--- src/rtl/and_share_arbiter_pkg.sv ---
// and_share_arbiter_pkg: shared state type and default sizing for the AND-share arbiter
package and_share_arbiter_pkg;
  localparam int N_REQ_DEF = 4;
  localparam int W_DEF = 8;
  localparam int CNT_W = 16;
  typedef enum logic [1:0] {IDLE = 2'd0, EXEC = 2'd1, DONE = 2'd2} state_t;
endpackage

--- src/rtl/and_share_arbiter_rr_pick.sv ---
// rr_pick: round-robin one-hot winner search starting after the last served requester
module rr_pick
  import and_share_arbiter_pkg::*;
#(
  parameter int N = N_REQ_DEF,
  parameter int LW = $clog2(N)
) (
  input  logic [N-1:0]  req,
  input  logic [LW-1:0] last,
  output logic [N-1:0]  win,
  output logic          any_req
);
  assign any_req = |req;
  always_comb begin
    win = '0;
    for (int k = N; k >= 1; k--)
      win = req[(int'(last) + k) % N] ? N'(1) << ((int'(last) + k) % N) : win;
  end
endmodule

--- src/rtl/and_share_arbiter.sv ---
// and_share_arbiter: round-robin arbiter sharing one registered AND unit among N_REQ requesters
module and_share_arbiter
  import and_share_arbiter_pkg::*;
#(
  parameter int N_REQ = N_REQ_DEF,
  parameter int W = W_DEF
) (
  input  logic               clk,
  input  logic               rst_n,
  input  logic [N_REQ-1:0]   req,
  input  logic [N_REQ*W-1:0] x,
  input  logic [N_REQ*W-1:0] y,
  output logic [N_REQ-1:0]   grant,
  output logic [N_REQ-1:0]   ack,
  output logic [W-1:0]       z,
  output logic               z_valid,
  output logic               busy,
  output logic [CNT_W-1:0]   op_count
);
  localparam int LW = $clog2(N_REQ);
  state_t state;
  logic [LW-1:0] last;
  logic [LW-1:0] gidx;
  logic [LW-1:0] widx;
  logic [N_REQ-1:0] win;
  logic any_req;
  logic [W-1:0] lx;
  logic [W-1:0] ly;
  rr_pick #(.N(N_REQ), .LW(LW)) u_pick (
    .req(req),
    .last(last),
    .win(win),
    .any_req(any_req)
  );
  always_comb begin
    gidx = '0;
    widx = '0;
    for (int i = 0; i < N_REQ; i++) begin
      gidx = grant[i] ? LW'(i) : gidx;
      widx = win[i] ? LW'(i) : widx;
    end
  end
  assign busy = state != IDLE;
  always_ff @(posedge clk or negedge rst_n) begin
    if (!rst_n) begin
      state <= IDLE;
      grant <= '0;
      ack <= '0;
      z <= '0;
      z_valid <= 1'b0;
      op_count <= '0;
      last <= LW'(N_REQ - 1);
      lx <= '0;
      ly <= '0;
    end else begin
      case (state)
        IDLE: if (any_req) begin
          grant <= win;
          lx <= x[widx*W +: W];
          ly <= y[widx*W +: W];
          state <= EXEC;
        end
        EXEC: begin
          z <= lx & ly;
          ack <= grant;
          z_valid <= 1'b1;
          state <= DONE;
        end
        DONE: begin
          ack <= '0;
          z_valid <= 1'b0;
          grant <= '0;
          last <= gidx;
          op_count <= op_count + 1'b1;
          state <= IDLE;
        end
        default: state <= IDLE;
      endcase
    end
  end
endmodule

--- config.mk ---
export PLATFORM = sky130hd
export DESIGN_NAME = and_share_arbiter
export DESIGN_NICKNAME = d
export VERILOG_FILES = /design/src/rtl/and_share_arbiter_pkg.sv /design/src/rtl/and_share_arbiter_rr_pick.sv /design/src/rtl/and_share_arbiter.sv
export SDC_FILE = /design/constraint.sdc
export NUM_CORES = 1
export LEC_CHECK = 0
export BUFFER_PORTS_ARGS = -buffer_cell sky130_fd_sc_hd__buf_2
export CORE_ASPECT_RATIO = 1.75
export CORE_MARGIN = 3
export CORE_UTILIZATION = 32
export CTS_CLUSTER_SIZE = 8
export DETAILED_ROUTE_END_ITERATION = 12
export SYNTH_ARGS = -nofsm -noshare
export SYNTH_HDL_FRONTEND = slang
export SYNTH_HIERARCHICAL = 1
export SYNTH_SLANG_ARGS = --single-unit
export TNS_END_PERCENT = 5
--- constraint.sdc ---
create_clock -name clk -period 4.2 [get_ports clk]
set_input_delay 0.42 -clock clk [delete_from_list [all_inputs] [get_ports clk]]
set_output_delay 0.42 -clock clk [all_outputs]
set_load 0.005 [all_outputs]
* Yosys cells after proc, flatten, opt, wreduce, memory -nomap -nowiden
Index checks and enable logic that the tools add are counted.
** Word-level totals
- Memories kept :: 0
- Output and inout port bits :: 34
- Memory bits (writable) :: 0
- Latch bits :: 0
- Logic and storage cells :: 71
- Bits in registers :: 53
- Bits of input ports :: 70
- Bits in read-only memories :: 0
** Operators by class
- Reduce and logical (&&, ||, !) cells :: 11
- Bitwise operators :: 5
- Divide/modulo/power cells :: 0
- Shifts and indexed selects :: 6
- Magnitude comparators :: 4
- Multiplexer cells :: 28
- Add/subtract/negate cells :: 5
- Equality and inequality tests :: 3
- Multipliers :: 0
** Operators by type and width (number)
- 1-bit by 32-bit left shift with 4-bit output, first input constant :: 4
- 32-bit by 6-bit variable part select with 8-bit output :: 2
- 4-bit two-way mux :: 5
- 16-bit by 1-bit adder with 16-bit output, second input constant :: 1
- 3-bit by 4-bit less-than comparator with 1-bit output, second input constant :: 4
- 4-bit case mux with 2 select lines :: 2
- 1-bit two-way mux :: 10
- 2-bit two-way mux :: 5
- 8-bit bitwise AND :: 1
- 1-bit binary-select mux with 2-bit select :: 4
- 2-bit OR reduction :: 4
- 2-bit nonzero test :: 3
- 2-bit by 1-bit adder with 2-bit output, second input constant :: 2
- 2-bit adder, second input constant :: 2
- 1-bit bitwise AND, first input constant :: 4
- 2-bit case mux with 2 select lines :: 1
- 2-bit AND reduction :: 2
- 4-bit OR reduction :: 1
- 2-bit by 1-bit equality test with 1-bit output, second input constant :: 1
- 2-bit equality test, second input constant :: 1
- 2-bit zero test :: 1
- 2-bit != test, second input constant :: 1
- 1-bit case mux with 2 select lines :: 1

* Longest topological paths before layout
Gate-level depths: netlist (run 1).
- Depth in word-level cells :: 14
- Mapped depth :: 12
- Gate-level depth less buffers :: 9

* By module
Netlist (run 1), hierarchy kept.
** By module, submodules not included
- and_share_arbiter :: seq. area each 1328.8 µm², area an instance 2746.4 µm², cells each 276, times used 1
- rr_pick :: seq. area each 0.0 µm², area an instance 375.4 µm², cells each 45, times used 1

* Worst setup path after synthesis (run 1)
OpenSTA, ideal clock, no wires.
- Path type :: reg-to-reg
- From :: register last[0]
- To :: register lx[0]
- Path buffers :: 3
- Stages on the path, launching flop included :: 11
- Data required time :: 4.059 ns
- Library setup time :: 0.141 ns
- Data arrival time :: 2.861 ns
- Slack :: 1.198 ns
- Clock period less this slack :: 3.002 ns
- Cells stage by stage :: dfstp_2 -> buf_6 -> inv_1 -> ha_1 -> mux4_2 -> o31ai_1 -> buf_2 -> buf_4 -> mux2_2 -> o211ai_1 -> a31oi_1
** Between the ends
- Longest elaborated chain between the ends :: 12
- Elaborated cells between the ends (all ways) :: 36
- Those cells by class :: add/sub (4); shift (5); mux (19); bitwise (4); reduce/logical (4)
** RTL lines
- start: declaration :: RTL line and_share_arbiter.sv:22 : logic [LW-1:0] last;
- start signal: assignment :: RTL line and_share_arbiter.sv:52 : last <= LW'(N_REQ - 1);
- start signal: assignment :: RTL line and_share_arbiter.sv:73 : last <= gidx;
- 2-bit by 1-bit adder with 2-bit output :: RTL line and_share_arbiter_rr_pick.sv:17 : win = req[(int'(last) + k) % N] ? N'(1) << ((int'(last) + k) % N) : win;
- 1-bit binary-select mux with 2-bit select / 2-bit OR reduction (equally long branches)
- 1-bit two-way mux (not written as such) / 1-bit bitwise AND (equally long branches)
- 1-bit two-way mux (not written as such) / 1-bit by 32-bit left shift with 4-bit output (equally long branches) :: RTL line and_share_arbiter_rr_pick.sv:17
- 4-bit two-way mux (3 in series) :: RTL line and_share_arbiter_rr_pick.sv:17
- 4-bit two-way mux (*) :: RTL line and_share_arbiter_rr_pick.sv:17
- net win[1] :: RTL line and_share_arbiter.sv:25 : logic [N_REQ-1:0] win;
- 1-bit two-way mux (*) :: RTL line and_share_arbiter.sv:40 : widx = win[i] ? LW'(i) : widx;
- 2-bit two-way mux (*) (2 in series) :: RTL line and_share_arbiter.sv:40
- 32-bit by 6-bit variable part select with 8-bit output (*) :: RTL line and_share_arbiter.sv:59 : lx <= x[widx*W +: W];
- end signal: assignment :: RTL line and_share_arbiter.sv:59
- end: declaration :: RTL line and_share_arbiter.sv:27 : logic [W-1:0] lx;
The timed path passes the listed nets; every way through them passes the cells marked *. The select of a mux whose other input is x is not followed.
A chain may end at the register's enable or synchronous reset.

* Worst setup path after layout (run 1)
- From :: register last[0]
- To :: register ly[2]
** Between the ends
- Elaborated cells between the ends (all ways) :: 36
- Those cells by class :: add/sub (4); shift (5); mux (19); bitwise (4); reduce/logical (4)
** RTL lines
- 2-bit by 1-bit adder with 2-bit output :: RTL line and_share_arbiter_rr_pick.sv:17
- 1-bit binary-select mux with 2-bit select / 2-bit OR reduction (equally long branches)
- 1-bit two-way mux (not written as such) / 1-bit bitwise AND (equally long branches)
- 1-bit two-way mux (not written as such) / 1-bit by 32-bit left shift with 4-bit output (equally long branches) :: RTL line and_share_arbiter_rr_pick.sv:17
- 4-bit two-way mux (3 in series) :: RTL line and_share_arbiter_rr_pick.sv:17
- 4-bit two-way mux (*) :: RTL line and_share_arbiter_rr_pick.sv:17
- net win[3] :: RTL line and_share_arbiter.sv:25
- 2-bit two-way mux (*) :: RTL line and_share_arbiter.sv:40
- 32-bit by 6-bit variable part select with 8-bit output (*) :: RTL line and_share_arbiter.sv:60 : ly <= y[widx*W +: W];
- end signal: assignment :: RTL line and_share_arbiter.sv:60
- end: declaration :: RTL line and_share_arbiter.sv:28 : logic [W-1:0] ly;
Marks and branches as above.

==> results of run 1 <==
==> worst max-delay path, stage by stage, from the launching register on <==
cell      delay (ps)
dfstp_2          690
inv_1            130
ha_1             420
mux4_2           590
nand2b_1         220
o22ai_1          170
a31oi_1           70
buf_4            220
inv_1            400
o211ai_1         190
a31oi_1          190
==> cell usage in the layout (no fill, tap or decap), drive strengths merged, types with 3 or more instances in the layout <==
cell	netlist	routed
nand2b	19	19
buf	11	107
o211ai	16	16
nor4	5	5
xnor2	4	4
clkbuf	6	7
xor2	11	11
nand4	7	7
a21oi	4	4
a31oi	19	19
nor3	4	4
ha	12	12
nor2b	7	7
mux2i	4	4
mux4	4	4
o22ai	5	5
inv	19	19
nand2	35	35
mux2	20	20
a31o	4	4
nand3	10	10
a22oi	3	3
nor2	21	21
o21ai	12	12
dfrtp	51	51
==> worst min-delay path by stage <==
stage / startpoint / to / slack, ps
after floorplan: rst_n / ack[0] / 120
after global placement: op_count[15] / op_count[15] / 450
after detailed placement: op_count[15] / op_count[15] / 450
after CTS: rst_n / op_count[4] / 280
after global routing: rst_n / op_count[4] / 300
final: rst_n / ack[0] / 250
==> state kept, by name, indices dropped and copies added (netlist names) <==
register	cells
op_count	16
lx	8
ly	8
z	8
ack	4
grant	4
last	2
state	2
z_valid	1
==> per-layer routing <==
metal | GRT usage [%] | vias to the layer above | wire [um]
li1 | - | 1325 | -
met1 | 17.4 | 1234 | 3250
met2 | 25.7 | 94 | 4100
met3 | 1.78 | 10 | 377
met4 | 5.55 | 0 | 165
met5 | 0 | - | 0
==> cells by family (layout without fill, tap and decap cells) <==
| family | count (synthesis) | count (layout) | synth area share (%) |
|---|---|---|---|
| and+or+nand+nor | 112 | 112 | 18.5 |
| buffers and inverters | 36 | 134 | 5.01 |
| DFF | 53 | 53 | 42.6 |
| xor gates and xnor gates | 15 | 15 | 4.21 |
| AOI/OAI and AO/OA | 65 | 65 | 13.5 |
| muxes | 28 | 28 | 11.4 |
| adders and majority gates | 12 | 12 | 4.81 |
==> where the power goes <==
| part | internal [uW] | switching (uW) |
|---|---|---|
| Sequential | 716 | 175 |
| Clock | 298 | 183 |
| Combinational | 751 | 964 |
| Total | 1770 | 1320 |
==> layout make-up <==
class / count / area (sq um)
clock buffers: 7 / 143
clock inverters: 1 / 30.0
fillers: 955 / 5550
inverters: 19 / 71.3
multi-input cells: 232 / 1650
flip-flops and latches: 53 / 1330
well taps: 122 / 153
repair buffers: 107 / 546
==> stage by stage <==
stage,util (%),total power (uW),cells,setup slack (ps),hold WS [ps]
4_1_cts,41.4,3130,541,801,280
5_1_grt,41.4,3370,541,585,299
2_1_floorplan,-,2190,321,1200,124
6_report,41.4,3090,541,814,252
3_5_place_dp,39.6,2640,533,833,453
3_3_place_gp,39.6,2570,533,1010,454
==> results.yml, run 1 <==
yosys:
  ys_seq_area_share_pct: 42.6
  yosysMostFrequentCell: "dfrtp_1"
  netlist_area_sq_um: 3120
  ys_types: 37
  syn_nets: 403
  synth_top_area_share_pct: 40.9
  ys.flop_type: "dfrtp_1"
  synth_edf_count: 0
  yosysTopAreaCell: "dfrtp_1"
  synth_area_per_cell_sq_um: 9.73
  async_reset_ff_share_pct: 100
  yosys_register_bits: 53
  syn_inst: 321
  yosysWarnings: 6
  synthTopCellsByCount: "dfrtp_1, nand2_1, nor2_1, mux2_2"
  synth_area_leaders: "dfrtp_1, mux2_2, ha_1"
placement:
  io_buffers: 103
  placed_area_sq_um: 3750
  dpl.hpwl_um: 5960
  gp_congestion: 0.845
global_route:
  grt_pass1_vias: 2593
  grt.total_usage_pct: 14.5
  grt_pass1_wl_um: 12500
  grt_max_degree: 54
  overflow: 0
  antenna_found_initial: 0
sta:
  skew_ps: 7.94
  timing.setup.tns_ps: 0
  slew-limit-headroom_pct: 25.4
  rsz0062_at_grt: "no"
  final_hold_viol_count: 0
  tightest_slew_ps: 1120
  min_period_over_period_pct: 80.6
  drv_slew: 0
  finalSetupViolCount: 0
  fmax_ghz: 0.295
  fin_crit_ps: 3390
clocking:
  clockRootBuffer: "clkbuf_16"
  cts_inserted_buffers: 5
  h-tree-depth: 2
  cts_tree: "built"
  cts_resized: 0
  post_cts_buffers: 0
  cts_max_path_buffers: 2
  cts_hold_buf: 0
  clock_latency_ps: 290
  path_clk_slew_ps: 70
  cts.sinks: 53
die:
  die_h_um: 137
  dieArea_sq_um: 11000
  placementRows: 47
  coreArea_sq_um: 9470
  start_util_pct: 33.0
  io_pins: 104
  die_w_um: 80.7
finish:
  layout.nets: 500
  drive_gt1_share_pct: 35.6
  design_area_sq_um: 3920
  area_growth_pct: 25.5
  num_antenna_cells: 0
pwr:
  power.leakage_uw: 0.00187
  power_density_nw_per_um2: 788
  ir_drop_mv: 0.408
critical_path:
  crit_required_ps: 4410
  critPathLaunchType: "register"
  worstSetupPathType: "register to register"
  r2r_start: "last[0]"
  crit_fanout: 18
  cp.arrival_ps: 3600
  cp-endpoint: "ly[2]"
  r2r-end: "ly[2]"
  cp-end-kind: "register"
  reg2reg_depth: 10
  startpoint: "last[0]"
  r2r_setup_slack_ps: 810
detailed_routing:
  drt-total-wl_um: 7900
  drt_first_pass_iters: 4
  drt-initial-drc-count: 121
  vias_per_cell: 4.92
  via_count: 2663
  drc: 0
  avgRoutedWirePerCell_um: 14.6
  ant_nets: 0
job:
  maxCapViolations: 0
outcome:
  outcome: "finished clean"
worst_hold_path:
  hold_class: "primary input to async pin"
Power figures use the tool's default switching activity.
==> run 2, diff against run 1 <==
Settings changed: ABC_AREA set to 1.
Clock period 4.2 ns to 2.9 ns, I/O delays scaled along.
==> run 2 against run 1 <==
Compared with the run above: largest cell class unchanged; critical path type unchanged; hold slack got worse by 230 ps; via count increased by 21%; wire length increased by 14%; flip-flop and latch count unchanged; die area increased by 7.7%; total power increased by 75%; combinational power increased by 110%.
==> results.yml, run 2 <==
outcome:
  outcome: "finished clean"
die:
  die_h_um: 142
  placementRows: 49
  dieArea_sq_um: 11900
  start_util_pct: 32.8
  coreArea_sq_um: 10300
  die_w_um: 83.7
  io_pins: 104
detailed_routing:
  vias_per_cell: 4.57
  via_count: 3212
  ant_nets: 0
  drt-total-wl_um: 9000
  drt_first_pass_iters: 4
  drt-initial-drc-count: 120
  avgRoutedWirePerCell_um: 12.8
  drc: 0
critical_path:
  cp.arrival_ps: 2880
  crit_required_ps: 3130
  cp-end-kind: "register"
  critPathLaunchType: "register"
  crit_fanout: 16
  worstSetupPathType: "register to register"
sta:
  timing.setup.tns_ps: 0
  slew-limit-headroom_pct: 55.4
  skew_ps: 4.74
  fin_crit_ps: 2660
  fmax_ghz: 0.377
  rsz0062_at_grt: "no"
  drv_slew: 0
  final_hold_viol_count: 0
  hold-worst-slack_ps: 26.1
  min_period_over_period_pct: 91.6
  tightest_slew_ps: 668
  finalSetupViolCount: 0
clocking:
  h-tree-depth: 2
  cts_inserted_buffers: 5
  path_clk_slew_ps: 70
  cts_max_path_buffers: 2
  post_cts_buffers: 0
  clockRootBuffer: "clkbuf_16"
  clock_latency_ps: 290
  cts.sinks: 53
  cts_tree: "built"
finish:
  largest_register: "op_count"
  largest_reg_flops: 16
  layout.nets: 658
  num_antenna_cells: 0
  design_area_sq_um: 4150
  layout_commonest_cell: "nand2_1"
  drive_gt1_share_pct: 24.5
  final_cell_mix: "nand2_1, buf_2, nor2_1, inv_1, dfrtp_1"
  area_growth_pct: 22.8
yosys:
  syn_nets: 557
  synthTopCellsByCount: "nand2_1, nor2_1, inv_1, dfrtp_1, o21ai_0"
  ys_types: 35
  syn_inst: 475
  yosysWarnings: 6
  ys_seq_area_share_pct: 39.3
  yosys_register_bits: 53
  ys.flop_type: "dfrtp_1"
  synth_edf_count: 0
  netlist_area_sq_um: 3380
  yosysMostFrequentCell: "nand2_1"
  synth_area_leaders: "dfrtp_1, nand2_1, nor2_1"
  yosysTopAreaCell: "dfrtp_1"
  async_reset_ff_share_pct: 100
  synth_area_per_cell_sq_um: 7.11
  synth_top_area_share_pct: 37.8
pwr:
  power_density_nw_per_um2: 1310
  power.leakage_uw: 0.00229
  ir_drop_mv: 0.851
  p_total_uw: 5410
worst_hold_path:
  hold_class: "primary input to async pin"
global_route:
  grt.total_usage_pct: 15.2
  grt_max_degree: 33
  grt_pass1_wl_um: 14700
  grt_pass1_vias: 3184
  overflow: 0
  antenna_found_initial: 0
placement:
  dpl.hpwl_um: 6890
  io_buffers: 103
  gp_congestion: 0.925
  placed_area_sq_um: 3990
job:
  maxCapViolations: 0
-- run 2: cell types whose count changed after synthesis, sizes merged, moves of 5 or more --
| cell | change |
|---|---|
| nand2 | +118 |
| nand3 | +21 |
| nand2b | -19 |
| xor2 | -8 |
| nor2 | +46 |
| o211ai | -16 |
| mux2 | -20 |
| nor2b | -7 |
| a31oi | -19 |
| o21ai | +39 |
| nor4 | -5 |
| inv | +44 |
-- run 2: final cells by class --
type,instances,area (sq um)
fillers,1105,6150
multi-input cells,343,1720
flip-flops and latches,53,1330
repair buffers,107,546
inverters,66,250
well taps,127,159
clock buffers,7,143
-- run 2: metrics by stage --
stage / cells / util [%] / setup slack [ps]
after floorplan: 475 / - / 588
after CTS: 703 / 40.1 / 242
after detailed placement: 696 / 38.7 / 267
final: 703 / 40.3 / 245
after global placement: 696 / 38.7 / 337
after global routing: 703 / 40.3 / 9.55
-- run 2: cell families after synthesis --
kind of cell,after synthesis,share of synthesized area (%)
buffers and inverters,79,10.2
DFF,53,39.3
and+or+nand+nor,260,33.9
xor gates and xnor gates,9,2.33
AOI/OAI and AO/OA,62,9.82
adders and majority gates,12,4.44
-- run 2: path summary, 6_finish.rpt --
kind	startpoint	end	slack, ps	cells past startpoint
hold / removal	rst_n	op_count[4]	30	1
max in group asynchronous	rst_n	last[0]	2020	2
min in group clk	x[19]	lx[3]	340	5
hold reg to reg	lx[7]	lx[7]	480	2
setup reg to reg	last[0]	lx[2]	240	16
setup / recovery	last[0]	lx[2]	240	16
-- run 2: what timing repair did --
item / 4_1_cts / 5_1_grt
hold buffers: 0 / 0
setup endpoints to repair: 0 / 1
resized for setup: 0 / 2
-- run 2: where the power goes --
part / leakage (uW) / total [uW] / switching [uW] / internal (uW)
Sequential: 0.000684 / 1240 / 199 / 1040
Combinational: 0.00153 / 3580 / 2350 / 1230
Clock: 0.0000700 / 595 / 255 / 340
-- run 2: metal layers --
| metal | track usage (%) | up-vias | share of wire [%] |
|---|---|---|---|
| li1 | - | 1673 | - |
| met1 | 16.6 | 1447 | 40 |
| met2 | 28.9 | 79 | 54 |
| met3 | 2.27 | 13 | 3.7 |
| met4 | 6.44 | 0 | 2.1 |
| met5 | 0 | - | 0 |
-- run 2: worst max-delay path, cell delays in order, from the launching register on --
cell and delay (ps):
dfstp_2 620, inv_2 100, ha_1 380, inv_1 100, nand3_2 130, nand3_1 110
nand2_1 50, inv_1 50, nand2_1 50, nand2_1 60, nand2_1 60, inv_2 170
buf_4 250, o21ai_0 100, o21ai_1 200, nand2_1 80, nand2_1 60
==> run 3, diff against run 2 <==
Settings changed: CORE_UTILIZATION 32 to 30.
==> run 3 against run 2 <==
Compared with the run above: cell area decreased by 0.39%; flip-flop and latch count unchanged; count of clock-buffer cells in the layout decreased by 1; first-iteration DRC count is 5.0% higher; largest power group unchanged; highest routed layer unchanged.
==> results.yml, run 3 (synthesized netlist as in run 2, its figures left out) <==
critical_path:
  cpMostUsedCell: "nand2_1"
  critPathMaxStageDelay_ps: 620
  reg2reg_depth: 15
  r2r_start: "last[0]"
  worstSetupPathType: "register to register"
  critPathLaunchType: "register"
  slowest_stage: "dfstp_2"
  crit_required_ps: 3140
  cp-end-kind: "register"
  crit_fanout: 32
  cp_cell_sequence: "inv_2, ha_1, inv_1, nand3_2, nand2_2, nand3_1, nand2_1, nand2_1, nand2_1, inv_2, nand2_4, o21ai_0, o21ai_1, nand2_1, nand2_1"
  cp.arrival_ps: 2900
  r2r_setup_slack_ps: 230
  r2r-end: "lx[0]"
die:
  placementRows: 50
  die_h_um: 146
  coreArea_sq_um: 10800
  io_pins: 104
  dieArea_sq_um: 12600
  start_util_pct: 31.2
  die_w_um: 86.2
outcome:
  outcome: "finished clean"
clocking:
  path_clk_slew_ps: 70
  cts_tree: "built"
  clockRootBuffer: "clkbuf_16"
  cts_max_path_buffers: 2
  cts_hold_buf: 0
  h-tree-depth: 2
  cts.sinks: 53
  cts_inserted_buffers: 5
  clock_latency_ps: 300
placement:
  dpl.hpwl_um: 7170
  post-place-ws_ps: 265
  io_buffers: 103
  placed_cells: 698
  gp_congestion: 0.919
sta:
  skew_ps: 9.04
  fmax_ghz: 0.375
  final_hold_viol_count: 0
  min_period_over_period_pct: 92.0
  finalSetupViolCount: 0
  fin_ws_ps: 233
  slew-limit-headroom_pct: 52.3
  fin_crit_ps: 2670
  tightest_slew_ps: 716
  drv_slew: 0
  rsz0062_at_grt: "yes"
finish:
  drive_gt1_share_pct: 24.5
  largest_register: "op_count"
  final_cell_mix: "nand2_1, buf_2, nor2_1, inv_1, dfrtp_1"
  largest_reg_flops: 16
  fin_cells: 706
  num_antenna_cells: 0
  layout.nets: 657
  area_growth_pct: 22.3
  layout_commonest_cell: "nand2_1"
pwr:
  sequentialPowerShare_pct: 23.2
  power_density_nw_per_um2: 1300
  p_int_uw: 2560
  power.leakage_uw: 0.00228
  power.switching_uw: 2810
  ir_drop_mv: 0.900
  switching_share_pct: 52.3
  pwr-share-comb_pct: 65.7
  p_clk_share_pct: 11.1
global_route:
  grt.total_usage_pct: 15.2
  antenna_found_initial: 0
  grt_pass1_vias: 3282
  grt_max_degree: 33
  grt_pass1_wl_um: 15300
  overflow: 0
detailed_routing:
  ant_nets: 0
  via_count: 3292
  drt-total-wl_um: 9320
  vias_per_cell: 4.66
  drt_first_pass_iters: 4
  drc: 0
  avgRoutedWirePerCell_um: 13.2
  drt-initial-drc-count: 126
job:
  maxCapViolations: 0
worst_hold_path:
  hold_class: "primary input to async pin"
-- run 3: cell types whose count changed in the layout (fill, tap and decap cells not counted), sizes merged --
| cell | previous run | this run |
|---|---|---|
| clkbuf | 7 | 6 |
| clkinv | 3 | 5 |
| buf | 107 | 106 |
-- run 3: how the worst max path moves through the flow --
stage	startpoint	cells past startpoint	end
floorplan	last[0]	18	ly[0]
global placement	last[0]	18	lx[0]
detailed placement	last[0]	18	lx[0]
CTS	last[0]	18	lx[0]
global route	last[0]	15	lx[0]
finish	last[0]	15	lx[0]
-- run 3: layer usage --
| layer | GRT usage (%) | up-vias | part of all wire (%) |
|---|---|---|---|
| li1 | - | 1673 | - |
| met1 | 16.1 | 1517 | 38 |
| met2 | 28.2 | 82 | 55 |
| met3 | 2.32 | 20 | 3.9 |
| met4 | 7.41 | 0 | 3.1 |
| met5 | 0 | - | 0 |
-- run 3: worst max-delay path, delay by kind of cell (launching register included) --
family,cells,cell delay [ps]
AOI/OAI and AO/OA,2,370
DFF,1,620
adders and majority gates,1,390
buffers and inverters,3,270
and+or+nand+nor,9,920
-- run 3: timing repair --
| item | in CTS | in global routing |
|---|---|---|
| hold endpoints to repair | 0 | 0 |
| buffers inserted | 0 | 0 |
| setup endpoints to repair | 0 | 7 |
| resized for setup | 0 | 1 |
-- run 3: metrics by stage --
step | total power (uW) | setup TNS (ps) | area [sq um] | utilization, % | hold WS (ps)
after floorplan | 4110 | 0 | 3380 | - | -5.59
after global routing | 6050 | -12.6 | 4130 | 38.2 | 84.1
after global placement | 4700 | 0 | 3980 | 36.8 | 374
final | 5370 | 0 | 4130 | 38.2 | 40.1
after CTS | 5400 | 0 | 4120 | 38.1 | 69.2
after detailed placement | 4780 | 0 | 3980 | 36.8 | 391
-- run 3: power groups by stage --
stage          sequential (uW)  clock (uW)  combinational [uW]
3_5_place_dp              1260           0                3520
5_1_grt                   1290         641                4110
2_1_floorplan             1220           0                2890
3_3_place_gp              1250           0                3450
6_report                  1250         595                3530
4_1_cts                   1250         607                3540
-- run 3: final cells by class --
class                      instances  area (sq um)
timing repair buffer             106           538
sequential                        53          1330
multi-input combinational        343          1710
tap                              130           163
fill                            1164          6690
inverter                          66           250
clock inverter                     2          10.0
clock buffer                       6           129
